File: src/rtl/mem_port_arbiter.sv
// mem_port_arbiter: shares a single-port word RAM between the instruction-fetch
// port and the data port. One transaction in flight at a time, data-first
// priority with a starvation guard that forces a fetch grant after MAX_STARVE
// consecutive data grants while fetch is waiting.
// Optional build macro: ARB_STATS_EN adds saturating grant/stall counters.
module mem_port_arbiter #(
    parameter int unsigned ADDR_W     = 32,
    parameter int unsigned DATA_W     = 32,
    parameter int unsigned MAX_STARVE = 4
) (
    input  logic              clk,
    input  logic              rst_n,
    // fetch port
    input  logic              if_req,
    input  logic [ADDR_W-1:0] if_addr,
    output logic              if_gnt,
    output logic              if_rvalid,
    output logic [DATA_W-1:0] if_rdata,
    // data port
    input  logic              d_req,
    input  logic              d_we,
    input  logic [ADDR_W-1:0] d_addr,
    input  logic [DATA_W-1:0] d_wdata,
    input  logic [3:0]        d_be,
    output logic              d_gnt,
    output logic              d_rvalid,
    output logic [DATA_W-1:0] d_rdata,
    // RAM port
    output logic              mem_req,
    output logic              mem_we,
    output logic [ADDR_W-1:0] mem_addr,
    output logic [DATA_W-1:0] mem_wdata,
    output logic [3:0]        mem_be,
    input  logic              mem_ready,
    input  logic              mem_rvalid,
    input  logic [DATA_W-1:0] mem_rdata
`ifdef ARB_STATS_EN
    ,
    output logic [31:0]       if_grant_cnt,
    output logic [31:0]       d_grant_cnt,
    output logic [31:0]       stall_cnt
`endif
);

    localparam int unsigned STARVE_W = 4;
    localparam int unsigned BE_W     = 4;
    localparam logic [STARVE_W-1:0] STARVE_LIMIT = STARVE_W'(MAX_STARVE);
    localparam logic [BE_W-1:0]     BE_FULL      = BE_W'(4'hF);

    typedef enum logic [1:0] {
        IDLE  = 2'd0,
        ISSUE = 2'd1,
        WAIT  = 2'd2
    } state_t;

    typedef enum logic [1:0] {
        OWN_NONE = 2'd0,
        OWN_IF   = 2'd1,
        OWN_D    = 2'd2
    } owner_t;

    state_t              state_q, state_d;
    owner_t              owner_q, owner_d;
    logic [STARVE_W-1:0] starve_q, starve_d;
    // set once the RAM response has been captured; rvalid goes out next cycle
    logic                resp_q, resp_d;
    logic [DATA_W-1:0]   resp_data_q, resp_data_d;

    logic                mem_req_d;
    logic                mem_we_d;
    logic [ADDR_W-1:0]   mem_addr_d;
    logic [DATA_W-1:0]   mem_wdata_d;
    logic [BE_W-1:0]     mem_be_d;
    logic                if_gnt_d;
    logic                d_gnt_d;
    logic                if_rvalid_d;
    logic                d_rvalid_d;
    logic [DATA_W-1:0]   if_rdata_d;
    logic [DATA_W-1:0]   d_rdata_d;

    logic                pick_if;
    logic                pick_d;

    // Arbitration: data first unless fetch has waited out MAX_STARVE data grants
    always_comb begin
        pick_if = 1'b0;
        pick_d  = 1'b0;
        if (if_req && (!d_req || (starve_q == STARVE_LIMIT))) begin
            pick_if = 1'b1;
        end else if (d_req) begin
            pick_d = 1'b1;
        end
    end

    // Next-state and next-output logic
    always_comb begin
        state_d     = state_q;
        owner_d     = owner_q;
        starve_d    = starve_q;
        resp_d      = resp_q;
        resp_data_d = resp_data_q;
        mem_req_d   = mem_req;
        mem_we_d    = mem_we;
        mem_addr_d  = mem_addr;
        mem_wdata_d = mem_wdata;
        mem_be_d    = mem_be;
        if_gnt_d    = 1'b0;
        d_gnt_d     = 1'b0;
        if_rvalid_d = 1'b0;
        d_rvalid_d  = 1'b0;
        if_rdata_d  = if_rdata;
        d_rdata_d   = d_rdata;

        // fetch not waiting: nothing to protect from starvation
        if (!if_req) begin
            starve_d = '0;
        end

        case (state_q)
            IDLE: begin
                if (pick_if) begin
                    owner_d     = OWN_IF;
                    state_d     = ISSUE;
                    mem_req_d   = 1'b1;
                    mem_we_d    = 1'b0;
                    mem_addr_d  = if_addr;
                    mem_wdata_d = '0;
                    mem_be_d    = BE_FULL;
                    starve_d    = '0;
                end else if (pick_d) begin
                    owner_d     = OWN_D;
                    state_d     = ISSUE;
                    mem_req_d   = 1'b1;
                    mem_we_d    = d_we;
                    mem_addr_d  = d_addr;
                    mem_wdata_d = d_wdata;
                    mem_be_d    = d_be;
                    if (if_req && (starve_q < STARVE_LIMIT)) begin
                        starve_d = starve_q + STARVE_W'(1);
                    end
                end
            end

            ISSUE: begin
                if (mem_ready) begin
                    mem_req_d = 1'b0;
                    state_d   = WAIT;
                    if (owner_q == OWN_IF) begin
                        if_gnt_d = 1'b1;
                    end else begin
                        d_gnt_d = 1'b1;
                    end
                end
            end

            WAIT: begin
                if (resp_q) begin
                    resp_d  = 1'b0;
                    owner_d = OWN_NONE;
                    state_d = IDLE;
                    if (owner_q == OWN_IF) begin
                        if_rvalid_d = 1'b1;
                        if_rdata_d  = resp_data_q;
                    end else begin
                        d_rvalid_d = 1'b1;
                        d_rdata_d  = resp_data_q;
                    end
                end else if (mem_rvalid) begin
                    resp_d = 1'b1;
                    // stores report zero data back to the core
                    if ((owner_q == OWN_D) && mem_we) begin
                        resp_data_d = '0;
                    end else begin
                        resp_data_d = mem_rdata;
                    end
                end
            end

            default: begin
                state_d = IDLE;
                owner_d = OWN_NONE;
                resp_d  = 1'b0;
            end
        endcase
    end

    // State and registered outputs
    always_ff @(posedge clk or negedge rst_n) begin
        if (!rst_n) begin
            state_q     <= IDLE;
            owner_q     <= OWN_NONE;
            starve_q    <= '0;
            resp_q      <= 1'b0;
            resp_data_q <= '0;
            mem_req     <= 1'b0;
            mem_we      <= 1'b0;
            mem_addr    <= '0;
            mem_wdata   <= '0;
            mem_be      <= '0;
            if_gnt      <= 1'b0;
            d_gnt       <= 1'b0;
            if_rvalid   <= 1'b0;
            d_rvalid    <= 1'b0;
            if_rdata    <= '0;
            d_rdata     <= '0;
        end else begin
            state_q     <= state_d;
            owner_q     <= owner_d;
            starve_q    <= starve_d;
            resp_q      <= resp_d;
            resp_data_q <= resp_data_d;
            mem_req     <= mem_req_d;
            mem_we      <= mem_we_d;
            mem_addr    <= mem_addr_d;
            mem_wdata   <= mem_wdata_d;
            mem_be      <= mem_be_d;
            if_gnt      <= if_gnt_d;
            d_gnt       <= d_gnt_d;
            if_rvalid   <= if_rvalid_d;
            d_rvalid    <= d_rvalid_d;
            if_rdata    <= if_rdata_d;
            d_rdata     <= d_rdata_d;
        end
    end

`ifdef ARB_STATS_EN
    localparam int unsigned STAT_W = 32;

    logic stall_now;

    // A requester is waiting but no grant pulse is visible this cycle
    always_comb begin
        stall_now = (if_req || d_req) && !if_gnt && !d_gnt;
    end

    // Saturating grant and stall counters
    always_ff @(posedge clk or negedge rst_n) begin
        if (!rst_n) begin
            if_grant_cnt <= '0;
            d_grant_cnt  <= '0;
            stall_cnt    <= '0;
        end else begin
            if (if_gnt_d && (if_grant_cnt != '1)) begin
                if_grant_cnt <= if_grant_cnt + STAT_W'(1);
            end
            if (d_gnt_d && (d_grant_cnt != '1)) begin
                d_grant_cnt <= d_grant_cnt + STAT_W'(1);
            end
            if (stall_now && (stall_cnt != '1)) begin
                stall_cnt <= stall_cnt + STAT_W'(1);
            end
        end
    end
`endif

endmodule

File: config.mk
export PLATFORM = sky130hd
export DESIGN_NAME = mem_port_arbiter
export DESIGN_NICKNAME = d
export VERILOG_FILES = /design/src/rtl/mem_port_arbiter.sv
export SDC_FILE = /design/constraint.sdc
export NUM_CORES = 1
export LEC_CHECK = 0
export BUFFER_PORTS_ARGS = -buffer_cell sky130_fd_sc_hd__buf_2
export CAP_MARGIN = 25
export CORE_UTILIZATION = 45
export DETAILED_ROUTE_END_ITERATION = 10
export PLACE_DENSITY = 0.75
export SYNTH_ARGS = -nofsm -noshare
export SYNTH_HDL_FRONTEND = slang
export SYNTH_SLANG_ARGS = --single-unit
export TNS_END_PERCENT = 10
File: constraint.sdc
create_clock -name clk -period 2.25 [get_ports clk]
set_input_delay 0 -clock clk [delete_from_list [all_inputs] [get_ports clk]]
set_output_delay 0 -clock clk [all_outputs]
set_load 0.01 [all_outputs]
==> impl_metrics.toml <==
[cts]
clock_latency_ns = 0.43
clockBufferDepth = 2
clockRootBuffer = "clkbuf_16"
cts_num_sinks = 179
numCtsBuffers = 17
htreeDepth = 4
clk_pin_slew_worst_paths_ns = 0.07
cts_tree = "yes"

[status]
status = "finished, violations left"
violations = "negative hold slack"

[timing]
tightest_slew_ns = 0.606
maxSlewHeadroom = 0.596
fin_crit_sh = 0.953
holdWs_ns = -0.0244
drv_slew = 0
hold_violations = 1
setup-tns-final_ns = 0
fmax_ghz = 0.466
rsz0062_at_grt = "no"
fin_crit_ns = 2.14
finalSetupViolCount = 0
fin_skew_ns = 0.00982

[drt]
totalWireLength_um = 22000
drtAntennaViolNets = 0
drc = 0
viasPerCell = 5.19
drt_pass1_iterations = 5
first_iter_violations = 483
wl_per_cell_um = 17.8
via_count = 6427

[die]
fp.dieH_um = 127
die_x_um = 127
die_area_um2 = 16200
rows = 45
core_um2 = 15300
initial_utilization = 0.462
io_pins = 277

[synthesis]
syn_area_per_cell_um2 = 11.7
synth_area_um2 = 7050
synth_top_area_cell = "dfrtp_1"
yosysSeqAreaShare = 0.636
synth.most_common_cell = "dfrtp_1"
yosys-top-cells-count = "179 x dfrtp_1, 112 x nand2_1, 67 x a21oi_1"
synthCells = 603
synth_fp_nets = 744
yosysUniqueCellTypes = 35
synth-edff-count = 0
ys_async_sr_fraction = 1.00
ys_ff_latch = 179
synth_top_area_frac = 0.636
synthFlopType = "dfrtp_1"
yosysWarningCount = 0
yosys-top-cells-area = "dfrtp_1 64%, mux2_1 9.7%, nand2_1 6.0%"

[critical_path]
crit_path_end_kind = "flop"
crit_slowest_cell = "dlygate4sd3_1"
cp_slowest_stage_delay_ns = 0.56
path_buf_inv = 2
worstPathCellList = "nor2_2, o21a_2, buf_12, nor2_1, a21oi_1, dlygate4sd3_1"
path_delay_family = "buffers and inverters"
arrival_ns = 2.51
path_class = "flop to flop"
cp-start-kind = "flop"
cp.required_ns = 2.62
worstPathMaxFanout = 69

[finish]
final_nets = 1155
fill_cells = 1007
layout.cells.non_filler = 1239
syn2layout_area_growth_pct = 52.7
drive_gt1_frac = 0.331
design_area_um2 = 10800

[grt]
gr-usage-all-layers = 0.276
grt_pass1_vias = 6669
antenna_found_initial = 1
grt_overflow = 0
grt_pass1_wl_um = 34300
grt_max_degree = 70

[placed_design]
place_inst = 1065
place_area_um2 = 8680
dp_hpwl_um = 11900
place_congestion = 0.800
port_buffers = 276

[pwr]
power_leakage_nw = 5.67
ir_drop_v = 0.000718
p_per_area_nw_per_um2 = 1220

[job]
cap_violations = 0

[min_path]
hold_path.class = "input pin to flop"
tightest hold or removal path, cell delays in order:
cell and delay [ns]:
buf_2 0.16, o21ai_4 0.10, nand2_1 0.07, nand2_1 0.04
path summary, 6_finish.rpt:
check / startpoint / to / slack (ns) / depth (start not counted)
min in group asynchronous: rst_n / if_rdata[7] / 0.15 / 2
min: d_req / mem_wdata[31] / -0.02 / 4
max reg2reg: state_q[0] / mem_addr[20] / 0.11 / 6
min reg2reg: mem_wdata[4] / mem_wdata[4] / 0.46 / 2
max in group asynchronous: rst_n / resp_data_q[18] / 1.40 / 3
max: state_q[0] / mem_addr[20] / 0.11 / 6
placed cells by master, fill, tap and decap left out, types with 2 or more instances in the layout:
cell | Yosys | layout
nand2_1 | 112 | 112
dlygate4sd3_1 | 0 | 137
inv_1 | 6 | 6
ha_1 | 2 | 2
o21a_1 | 3 | 2
nor2_4 | 2 | 2
buf_12 | 0 | 7
o21ai_4 | 0 | 2
bufinv_16 | 0 | 2
clkinv_8 | 0 | 2
dfrtp_1 | 179 | 179
a22oi_1 | 2 | 2
nor2_1 | 36 | 36
clkinvlp_4 | 0 | 2
mux2_2 | 3 | 3
inv_8 | 0 | 4
buf_4 | 11 | 9
clkinv_4 | 0 | 5
buf_2 | 14 | 275
clkbuf_16 | 0 | 19
nand3_1 | 33 | 33
mux2_1 | 61 | 61
a21oi_1 | 67 | 66
a22o_1 | 33 | 33
o21ai_0 | 7 | 7
kinds of logic (layout without fill, tap and decap cells):
logic type	count (synthesis)	count (layout)	synth area share
and+or+nand+nor	193	193	0.116
DFF	179	179	0.636
AOI/OAI and AO/OA	119	119	0.108
muxes	64	64	0.102
buffers and inverters	46	470	0.0339
adders and majority gates	2	2	0.00355
other	0	1	0
sequential cells by signal, indices dropped and copies added (netlist names):
name / flops
mem_req: 1
mem_addr: 32
d_rdata: 32
resp_data_q: 32
d_gnt: 1
resp_q: 1
starve_q: 4
mem_we: 1
if_rvalid: 1
mem_wdata: 32
if_gnt: 1
owner_q: 2
state_q: 2
mem_be: 4
d_rvalid: 1
if_rdata: 32
layer usage:
layer  wire length, um  part of all wire  global-route usage
met2             10900              0.50               0.463
met3              1730             0.079              0.0808
met1              8340              0.38               0.322
met5                 0                 0                   0
met4               993             0.045               0.141
metrics by stage:
stage                     setup slack (ns)  utilization  power, mW
after floorplan                      0.671            -       7.72
after global placement               0.494        0.569       9.47
after detailed placement             0.455        0.569       9.63
after CTS                           0.0943        0.700       13.0
after global routing                0.0135        0.705       13.9
final                                0.106        0.705       13.1
layout make-up:
class                           instances  area, um2  share of cell area
Timing Repair Buffer                  431       3020               0.280
Antenna cell                            1       2.50            0.000233
Clock inverter                         15        196              0.0183
Tap cell                              211        264              0.0245
Multi-Input combinational cell        378       2350               0.218
Clock buffer                           17        425              0.0395
Inverter                                7       26.3             0.00244
Sequential cell                       179       4480               0.416
what timing repair did:
item	4_1_cts	5_1_grt
gates resized for setup	0	1
setup endpoints to repair	0	4
endpoints found under the hold margin	167	0
hold buffers	137	0
buffers inserted	0	1
power breakdown:
part | internal (mW) | leakage, nW | switching, mW
Clock | 1.69 | 0.297 | 1.37
Sequential | 4.58 | 2.27 | 0.831
Combinational | 2.09 | 3.10 | 2.60
(Power assumes the default switching activity.)
